File: src/rtl/seq_sorter.sv
// Batch sorter: loads DEPTH words, sorts them with odd-even transposition,
// then drains them in ascending (or descending) order.
module seq_sorter #(
    parameter int WIDTH   = 4,
    parameter int DEPTH   = 8,
    parameter bit DESCEND = 0
) (
    input  logic             CLK,
    input  logic             RST,
    input  logic             in_valid,
    input  logic [WIDTH-1:0] in_data,
    output logic             in_ready,
    output logic             out_valid,
    output logic [WIDTH-1:0] out_data,
    input  logic             out_ready,
    output logic             busy
);

    localparam int CW = (DEPTH > 2) ? $clog2(DEPTH) : 1;
    localparam logic [CW-1:0] LAST = CW'(DEPTH - 1);

    typedef enum logic [1:0] {
        LOAD  = 2'd0,
        SORT  = 2'd1,
        DRAIN = 2'd2
    } state_t;

    state_t           state, state_nxt;
    logic [CW-1:0]    cnt, cnt_nxt;
    logic [WIDTH-1:0] elem     [DEPTH];
    logic [WIDTH-1:0] elem_nxt [DEPTH];

    always_ff @(posedge CLK) begin
        if (RST) begin
            state <= LOAD;
            cnt   <= '0;
            for (int i = 0; i < DEPTH; i++) begin
                elem[i] <= '0;
            end
        end else begin
            state <= state_nxt;
            cnt   <= cnt_nxt;
            for (int i = 0; i < DEPTH; i++) begin
                elem[i] <= elem_nxt[i];
            end
        end
    end

    always_comb begin
        state_nxt = state;
        cnt_nxt   = cnt;
        for (int i = 0; i < DEPTH; i++) begin
            elem_nxt[i] = elem[i];
        end
        unique case (state)
            LOAD: begin
                if (in_valid) begin
                    elem_nxt[cnt] = in_data;
                    if (cnt == LAST) begin
                        state_nxt = SORT;
                        cnt_nxt   = '0;
                    end else begin
                        cnt_nxt = cnt + CW'(1);
                    end
                end
            end
            SORT: begin
                // cnt[0] selects the phase: even pairs first, then odd pairs
                for (int i = 0; i < DEPTH - 1; i++) begin
                    if (((i % 2) == 1) == cnt[0]) begin
                        if (DESCEND ? (elem[i] < elem[i+1])
                                    : (elem[i] > elem[i+1])) begin
                            elem_nxt[i]   = elem[i+1];
                            elem_nxt[i+1] = elem[i];
                        end
                    end
                end
                if (cnt == LAST) begin
                    state_nxt = DRAIN;
                    cnt_nxt   = '0;
                end else begin
                    cnt_nxt = cnt + CW'(1);
                end
            end
            DRAIN: begin
                if (out_ready) begin
                    if (cnt == LAST) begin
                        state_nxt = LOAD;
                        cnt_nxt   = '0;
                    end else begin
                        cnt_nxt = cnt + CW'(1);
                    end
                end
            end
            default: begin
                state_nxt = LOAD;
                cnt_nxt   = '0;
            end
        endcase
    end

    assign in_ready  = (state == LOAD);
    assign out_valid = (state == DRAIN);
    assign busy      = (state == SORT) || (state == DRAIN);
    assign out_data  = (state == DRAIN) ? elem[cnt] : '0;

endmodule

File: config.mk
export PLATFORM = sky130hd
export DESIGN_NAME = seq_sorter
export DESIGN_NICKNAME = d
export VERILOG_FILES = /design/src/rtl/seq_sorter.sv
export SDC_FILE = /design/constraint.sdc
export NUM_CORES = 1
export LEC_CHECK = 0
export CAP_MARGIN = 20
export CORE_MARGIN = 4
export CORE_UTILIZATION = 45
export CTS_CLUSTER_SIZE = 24
export DETAILED_ROUTE_END_ITERATION = 12
export GPL_ROUTABILITY_DRIVEN = 0
export SLEW_MARGIN = 15
export SYNTH_ARGS = -nofsm -noshare
export SYNTH_HDL_FRONTEND = slang
export SYNTH_SLANG_ARGS = --single-unit
File: constraint.sdc
create_clock -name CLK -period 2.1 [get_ports CLK]
set_input_delay 0.21 -clock CLK [delete_from_list [all_inputs] [get_ports CLK]]
set_output_delay 0.21 -clock CLK [all_outputs]
set_load 0.02 [all_outputs]
======== Word level (Yosys, flattened, before mapping) ========
Memory sizes are Yosys's and may differ from the RTL's. A register that Yosys moved wholly into a read port is not among the register bits.
Index checks and enable logic that the tools add are counted.
storage, ports and cells
  flip-flop bits (word level) ............. 5
  bits in writable memories ............... 32
  input bits .............................. 8
  output and inout port bits .............. 7
  logic and storage cells ................. 80
  memories kept ........................... 1
memory list
  memory  depth  width  read ports  clocked after Yosys merged registers in  wr ports  line  RTL
  elem    8      4      9           1                                        8         30    logic [WIDTH-1:0] elem [DEPTH];
operators by class
  $add $sub $neg .......................... 1
  order comparisons ....................... 9
  equality and inequality tests ........... 8
  multiplexer cells ....................... 45
  bitwise gates (word level) .............. 9
  reductions and logical operators ........ 5
operators by type and width
  cell                   count
  $mux W8                16
  $pmux W32 S2           1
  $mux W4                10
  $bwmux W32             1
  $mux W32               1
  $gt A4 B4 Y1           7
  $mux W3                5
  $demux W4 S3           1
  $mux W2                5
  $pmux W3 S3            1
  $or A1 B1 Y1           8
  $ne A2 B1 Y1 const B   3
  $pmux W2 S3            1
  $reduce_and A5 Y1      1
  $ge A4 B4 Y1 const B   1
  $lt A4 B1 Y1 const B   1
  $ne A2 B2 Y1 const B   2
  $not A3 Y4             1
  $add A3 B1 Y3 const B  1
  $eq A3 B3 Y1 const B   1
  $mux W1                3
  $eq A2 B1 Y1 const B   1
  $eq A2 B2 Y1 const B   1
  $logic_not A2 Y1       1
  other kinds (3)        3

======== Depth between registers and ports, before layout ========
  word-level depth ........................ 19
  gate-level depth with buffers ........... 9

======== Worst setup path after synthesis ========
No wires, ideal clock.
  kind .................................... register to register
  start point ............................. memory elem[1][3]
  end point ............................... memory elem[1][0]
  arrival ................................. 1.813 ns
  path slack .............................. 0.154 ns
  stages on the path, launching flop included .. 8
  path buffers ............................ 0
  cell sequence ........................... dfxtp_1 inv_1 ha_1 a41oi_4 inv_2 a21o_1 a2111oi_2 nor4_1
RTL lines
  what                line
  start: declaration  30

==> results.yml <==
outcome:
  status: "finished clean"
synthesis:
  synth-xor-area-share_pct: 0
  synthMuxAreaShare_pct: 6.236
  synth.distinct_cells: 56
  synth_area_per_cell_sq_um: 8.543
  netlist_area_sq_um: 3913
  area_share_of_fa_ha_maj_cells_after_synthesis_pct: 10.87
  ys_ff_latch: 40
  synth.yosys.seq_area_share_pct: 20.47
  dominantRegCellSynth: "dfxtp_1"
  yosys.area_share.simple_pct: 16.47
  async_reset_ff_share_pct: 0
  post_syn_instances: 458
  synth_compound_gate_area_share_pct: 39.46
  synthesis.nets: 500
  synth_enable_flop_cells: 0
  yosysWarnings: 0
  main_combinational_cell_family_by_area_after_synthesis: "compound AO/OA/AOI/OAI gates"
grt:
  grt_use_total_pct: 24.65
  maximum_number_of_pins_on_one_net_before_global_route_repair: 28
  initial_antenna_violation_count: 0
  wire_length_of_the_first_global_routing_pass_mm: 19.85
  grt_overflow: 0
  grt_pass1_vias: 3770
placed_design:
  port-buffer-count: 14
  placed_cells_incl_taps: 624
  detailed_place_hpwl_mm: 9.560
worst_setup_path:
  crit_path_max_fanout: 7
  critPathArrivalTime_ns: 2.21
  worst-setup-path-type: "reg2reg"
  crit_path_end_kind: "flop"
  startpoint_types: "flop"
  cp_data_required_time_ns: 2.28
  reg2reg_depth: 8
cts:
  depth_of_the_cts_h_tree: 2
  sink_count: 40
  source_to_sink_clock_delay_at_the_later_pin_of_the_worst_skew_pair_ns: 0.30
  ctsLongestPathBuffers: 2
  cts_buffers: 5
  root_buffer: "clkbuf_8"
  post_cts_hold_buffer_count: 0
  clkSlewWorstSetupHoldPaths_ns: 0.09
  clock_tree_from_tritoncts: "built"
die:
  floorplan.core_area_sq_um: 8341
  design.die.area_sq_um: 10250
  chipHeight_microns: 101.2
  num_rows: 33
  die_w_microns: 101.2
  starting_density_of_the_core_pct: 46.91
  ioPinCount: 15
timing:
  fmax_mhz: 493.5
  report.final.hold_viol_count: 0
  report.final.setup_viol: 0
  worst-slew-pin-transition_ns: 0.5238
  maxSlewViolCount: 0
  slew_headroom_pct: 65.03
  hold_slack_ns: 0.5040
  grt_setup_unrepaired: "true"
  clock-skew-final_ns: 0.004194
  period_needed_ns: 2.026
  min_period_over_period_pct: 96.49
pwr:
  total_leakage_power_nw: 1.769
  power-per-cell-area_nw_per_um2: 484.2
  netSwitchingFraction_pct: 29.71
  clockPowerShare_pct: 38.8
  p_int_mw: 1.655
  worst_ir_drop_vdd_v: 0.0003418
  pwr-share-seq_pct: 34.9
  share_comb_of_total_power_pct: 26.3
  p_switching_mw: 0.6999
  power.total_mw: 2.355
job:
  max_cap_viol_count: 0
min_path:
  class_of_the_tightest_hold_or_removal_check: "reg2reg"
  holdPathStages: 2
layout:
  layout.cells.non_filler: 636
  nNetsFinal: 572
  drive_gt1_share_pct: 29.19
  fillers: 742
  antenna_cells_inserted: 0
  area_growth_pct: 24.34
route:
  antenna_left: 0
  routed-via-count: 4016
  dr.pass1.iters: 5
  detail_route.vias_per_cell: 6.314
  remaining_drc_errors: 0
  wire_length_per_cell_after_detailed_routing_microns: 19.64
  drt_iter0_markers: 253
  drt-total-wl_mm: 12.49
## cell usage in the layout (no fill, tap or decap), types with 7 or more instances in the layout
| cell | count |
|---|---|
| buf_4 | 64 |
| a21oi_1 | 42 |
| inv_1 | 33 |
| nand2_1 | 32 |
| ha_1 | 31 |
| dfxtp_1 | 30 |
| o21ai_0 | 29 |
| a211oi_1 | 26 |
| nor3_1 | 18 |
| nor2_1 | 14 |
| nor2b_1 | 13 |
| o211ai_1 | 10 |
| dfxtp_2 | 10 |
| clkdlybuf4s50_1 | 10 |
| a21oi_2 | 9 |
| a21o_1 | 9 |
| a2111oi_0 | 9 |
| mux4_2 | 8 |
| o31ai_1 | 8 |
| a2111oi_2 | 8 |
| a2111oi_1 | 7 |
| a211o_1 | 7 |
## flip-flops by register name, indices dropped and copies added, names as in the netlist, named ones only
name   count
state      2
elem      32
cnt        3
## power by group through the flow
stage,Combinational (mW),Clock [mW],Sequential [mW]
finish,0.619,0.913,0.823
global route,0.669,0.948,0.826
floorplan,0.386,0,0.821
CTS,0.561,0.923,0.819
detailed placement,0.558,0,0.837
global placement,0.553,0,0.837
## cell usage after synthesis, types with 6 or more instances
library cell	instances	area share [%]
buf_6	6	1.7
a21o_1	9	1.7
clkbuf_1	7	0.67
nor2_1	14	1.3
a2111oi_0	19	4.3
ha_1	34	11
a211oi_1	26	5.0
o21ai_0	29	3.7
nand2_1	32	3.1
o211ai_1	9	1.7
a21oi_1	44	5.6
nor3_1	18	2.3
mux4_2	8	4.6
inv_1	33	3.2
a21oi_2	8	1.8
o31ai_1	8	1.5
a211o_1	7	1.6
nor2b_1	14	2.2
dfxtp_1	40	20
## metrics by stage
| stage | util [%] | area, sq um | worst slack, ns | TNS (ns) |
|---|---|---|---|---|
| after global routing | 58.33 | 4865 | -0.05220 | -0.07021 |
| after floorplan | - | 3913 | 0.1537 | 0 |
| after CTS | 56.90 | 4746 | 0.005614 | 0 |
| after global placement | 54.98 | 4586 | 0.04009 | 0 |
| final | 58.33 | 4865 | 0.07367 | 0 |
| after detailed placement | 54.98 | 4586 | -0.002067 | -0.002067 |
## timing repair
item / 4_1_cts / 5_1_grt
pin swaps: 0 / 8
resized for setup: 7 / 41
buffers inserted: 0 / 3
setup endpoints to repair: 5 / 35
cloned: 0 / 1
## critical path: stages, from the launching register on
cell and delay (ns):
dfxtp_1 0.40, inv_1 0.06, ha_1 0.30, nor2b_1 0.14, o211ai_2 0.29, buf_4 0.20
a211oi_1 0.07, a2111oi_1 0.36, nor3_1 0.09
## worst paths after layout
kind | startpoint | endpoint | slack (ns)
worst max-delay path | elem[6][1] | elem[6][2] | 0.07
worst min-delay path | state[0] | state[0] | 0.50
worst max register to register | elem[6][1] | elem[6][2] | 0.07
worst min register to register | state[0] | state[0] | 0.50
## routing by layer
layer	global-route usage [%]	up-vias	share of wire (%)
met1	34.52	1911	46
met5	0	-	0
li1	-	1924	-
met3	4.201	19	6.3
met4	6.339	0	1.8
met2	39.34	162	46
## cell type report
type	count	area, sq um	area share [%]
clock inverter	3	90.09	1.852
timing repair buffer	81	665.6	13.68
clock buffer	5	68.82	1.415
tap	105	131.4	2.701
inverter	36	137.6	2.829
multi-input combinational	366	2958	60.80
sequential	40	813.3	16.72
## cell families (layout without fill, tap and decap cells)
kind of cell | count (synthesis) | in the layout
and+or+nand+nor | 115 | 115
AOI/OAI and AO/OA | 202 | 203
buffers and inverters | 53 | 125
adders and majority gates | 34 | 34
DFF | 40 | 40
muxes | 14 | 14
No activity file was read; power rests on OpenSTA's default activity.
==> RTL change 1 (same settings) <==
Change the parameter `DESCEND` from 0 to 1.
--- a/src/rtl/seq_sorter.sv
+++ b/src/rtl/seq_sorter.sv
@@ -5,3 +5,3 @@
     parameter int DEPTH   = 8,
-    parameter bit DESCEND = 0
+    parameter bit DESCEND = 1
 ) (
Behaviour: same outputs for any inputs over 10 cycles, from zero or initial values and one cycle with RST high; that may be too few to reach the edited logic, so the function may still have changed.
==> RTL change 1 against the original RTL <==
Clock skew rose by 0.0046 ns. First-iteration DRC count fell by 13%. Total power fell by 22%. Synthesized cell count fell by 5.9%. Design area fell by 14%. Clock power fell by 40%. Routed wire length fell by 12%. Sequential power barely moved. Sequential cell count did not move. Worst setup slack improved by 0.061 ns. Area after synthesis fell by 9.4%.
==> RTL change 1: results (changes against the original RTL) <==
Logic synthesis
  • Netlist cell types: 66 (was 56)
  • Syn_area_per_cell: 8.23 um2 (was 8.54 um2)
  • Post-synth top cells: dfxtp_1 (40), o21ai_0 (39), inv_1 (33) (was a21oi_1 (44), dfxtp_1 (40), ha_1 (34), inv_1 (33), nand2_1 (32))
  • Synth top area share: 0.226 (was 0.205)
  • Syn_nets: 468 (was 500)

Run status
  • Status: completed (unchanged)

Placed design
  • DPL Wire Length: 8520 um (was 9560 um)
  • Placement Cell Area: 0.00408 mm2 (was 0.00459 mm2)
  • Placed instance count: 571 (was 624)
  • DP Worst Slack: 0.0326 ns (was -0.00207 ns)

Drt
  • Met3 wire length: 474 um (was 783 um)
  • Post-Route M1 WL: 5070 um (was 5730 um)
  • Detailed Route WL: 11000 um (was 12500 um)
  • Number of DRC markers in iteration 0: 221 (was 253)
  • Vias: 3535 (was 4016)
  • WL met2: 5210 um (was 5750 um)

Worst hold path
  • Hold Crit Start: elem[0][0] (was state[0])
  • WHS Endpoint: elem[0][0] (was state[0])

STA
  • Hold Slack: 0.533 ns (was 0.504 ns)
  • PnR worst setup slack: 0.134 ns (was 0.0737 ns)
  • Fin Clk Skew: 0.00883 ns (was 0.00419 ns)
  • Worst Tran Pin Value: 0.611 ns (was 0.524 ns)

Critical path
  • Crit Path Max Fanout: 5 (was 7)
  • Largest stage delay, worst path: 0.45 ns (was 0.40 ns)
  • Worst setup endpoint: elem[0][2] (was elem[6][2])
  • R2r startpoint: elem[1][1] (was elem[6][1])
  • Worst path arrival time: 2.14 ns (was 2.21 ns)

Cells and area
  • Finished Layout Cells: 579 (was 636)
  • Nets: 513 (was 572)

Global route
  • First-pass GRT wire length: 17800 um (was 19900 um)
  • GRT Util Overall: 0.231 (was 0.247)
  • GR Util met2: 0.382 (was 0.393)
  • Pin count of the biggest net entering global routing: 17 (was 28)

Pwr
  • Clock Power Share: 0.301 (was 0.388)
  • LEAKAGE: 1.56 nW (was 1.77 nW)
  • Comb power frac: 0.251 (was 0.263)
  • Sw Share: 0.309 (was 0.297)
  • Internal power: 0.00126 W (was 0.00166 W)

Clocking
  • Post-CTS Resized: 8 (was 7)
[RTL change 1: cell count changes after synthesis, moves of 8 or more]
cell / unedited run / this run
a2111oi_0: 19 / 2
a211oi_1: 26 / 11
a21oi_1: 44 / 29
mux2i_1: 5 / 29
nand2_1: 32 / 24
nor2_1: 14 / 28
nor3_1: 18 / 6
o21ai_0: 29 / 39
[RTL change 1: logic make-up (layout without fill, tap and decap cells)]
group / after synthesis / count (layout) / synth area share
adders and majority gates: 29 / 29 / 0.102
muxes: 39 / 39 / 0.139
DFF: 40 / 40 / 0.226
buffers and inverters: 55 / 101 / 0.0639
and+or+nand+nor: 112 / 112 / 0.174
AOI/OAI and AO/OA: 156 / 156 / 0.295
[RTL change 1: worst min-delay path, stage by stage (launching register included)]
cell and delay (ns):
dfxtp_1 0.36, nand2_1 0.07, mux2i_1 0.06
[RTL change 1: cell type report]
type,instances,area [um2]
fill,750,3510
multi-input combinational,336,2540
sequential,40,810
timing repair buffer,59,483
inverter,34,128
tap,102,128
clock buffer,8,90.1
==> RTL change 2 (same flow settings) <==
Made on the original files. Re-encode `state_t` (3 states) as one-hot, 3 bits wide.
--- a/src/rtl/seq_sorter.sv
+++ b/src/rtl/seq_sorter.sv
@@ -21,6 +21,6 @@
 
-    typedef enum logic [1:0] {
-        LOAD  = 2'd0,
-        SORT  = 2'd1,
-        DRAIN = 2'd2
+    typedef enum logic [2:0] {
+        LOAD  = 3'b001,
+        SORT  = 3'b010,
+        DRAIN = 3'b100
     } state_t;
Function: no difference found for any inputs over 10 cycles, from zero or initial values and one cycle with RST high; not proved beyond that.
==> RTL change 2 against the original RTL <==
Die area down 9.1%. Design area down 15%. Area after synthesis down 9.8%. Sequential cell count up 1. Worst setup slack worse by 0.015 ns. Register-to-register slack better by 0.04 ns. Routed wire length down 14%. Via count down 14%. Largest cell class unchanged.
Power is not compared: it rests on default switching activity, and its combinational part moved more than twofold at a synthesized area within 25%.
==> RTL change 2: results (changes against the original RTL) <==
Global route
  • GR Util met2: 0.376 (was 0.393)
  • First-pass GRT wire length: 17100 um (was 19900 um)
  • GRT Util Overall: 0.239 (was 0.247)
  • Met3 Usage GRT: 0.0356 (was 0.0420)
  • Top Usage Layer GRT: met2 (unchanged)
  • GRT met1 Usage: 0.339 (was 0.345)
  • Pin count of the biggest net entering global routing: 39 (was 28)
  • Number of global-route vias before repair: 3230 (was 3770)

Placed design
  • Placement Cell Area: 0.00394 mm2 (was 0.00459 mm2)
  • Placed instance count: 539 (was 624)
  • DP Worst Slack: 0.0486 ns (was -0.00207 ns)

STA
  • Fin Clk Skew: 0.00514 ns (was 0.00419 ns)

Cells and area
  • Layout fillers: 743 (was 742)
  • Biggest regs: elem: 32 flops, cnt: 3 flops, state: 3 flops (was elem: 32 flops, cnt: 3 flops, state: 2 flops)
  • Share of cells above drive strength 1: 0.201 (was 0.292)
  • Nets: 484 (was 572)

Drt
  • WL met2: 4840 um (was 5750 um)
  • Via/cell ratio: 6.32 (was 6.31)
  • Post-Route M1 WL: 4910 um (was 5730 um)
  • Vias: 3469 (was 4016)
  • Met3 wire length: 758 um (was 783 um)
  • Number of DRC markers in iteration 0: 315 (was 253)
  • Avg WL per Cell: 19.5 um (was 19.6 um)

Logic synthesis
  • Syn_area_per_cell: 8.42 um2 (was 8.54 um2)
  • Netlist cell types: 57 (was 56)
  • Register area share after synthesis: 0.233 (was 0.205)
  • Post-Synth Adder-Cell Area: 0.106 (was 0.109)
  • XOR/XNOR Fraction of Synth Area: 0.00248 (was 0)
  • Post-synth top cells: dfxtp_1 (41), inv_1 (39), nor2_1 (33), a21oi_1 (31), ha_1 (30) (was a21oi_1 (44), dfxtp_1 (40), ha_1 (34), inv_1 (33), nand2_1 (32))
  • Synth Area in Compound Gates: 0.302 (was 0.395)
  • Top post-synthesis cells by area: dfxtp_1 (23%), ha_1 (11%), mux2i_1 (7.1%) (was dfxtp_1 (20%), ha_1 (11%), a21oi_1 (5.6%))
  • Syn_nets: 457 (was 500)
  • Proportion of synthesized area in mux cells: 0.122 (was 0.0624)

Run status
  • Status: completed (unchanged)

Pwr
  • Total power draw: 0.00189 W

Critical path
  • CP max-delay cell: mux4_2 (was dfxtp_1)
  • Worst path arrival time: 1.83 ns (was 2.21 ns)
  • Crit Path Max Fanout: 8 (was 7)
  • Largest stage delay, worst path: 0.51 ns (was 0.40 ns)
## RTL change 2: cell types whose count changed after synthesis, moves of 13 or more
cell / unedited run / this run
a221oi_1: 0 / 14
nor2_1: 14 / 33
a21oi_1: 44 / 31
nor3_1: 18 / 5
a2111oi_0: 19 / 1
nand2_1: 32 / 17
mux2i_1: 5 / 25
a211oi_1: 26 / 7
## RTL change 2: cell type report
class                           instances  area share
Sequential cell                        41       0.204
Clock inverter                          3      0.0158
Clock buffer                            5      0.0167
Multi-Input combinational cell        310       0.592
Timing Repair Buffer                   49       0.105
Tap cell                              102      0.0310
Inverter                               39      0.0355
## RTL change 2: final timing paths
check / cells past startpoint / startpoint / end / slack (ns)
hold reg to reg: 2 / elem[0][0] / elem[0][0] / 0.55
setup / recovery: 5 / register / out_data[0] / 0.06
hold / removal: 2 / elem[0][0] / elem[0][0] / 0.55
setup reg to reg: 9 / elem[7][1] / elem[6][2] / 0.11
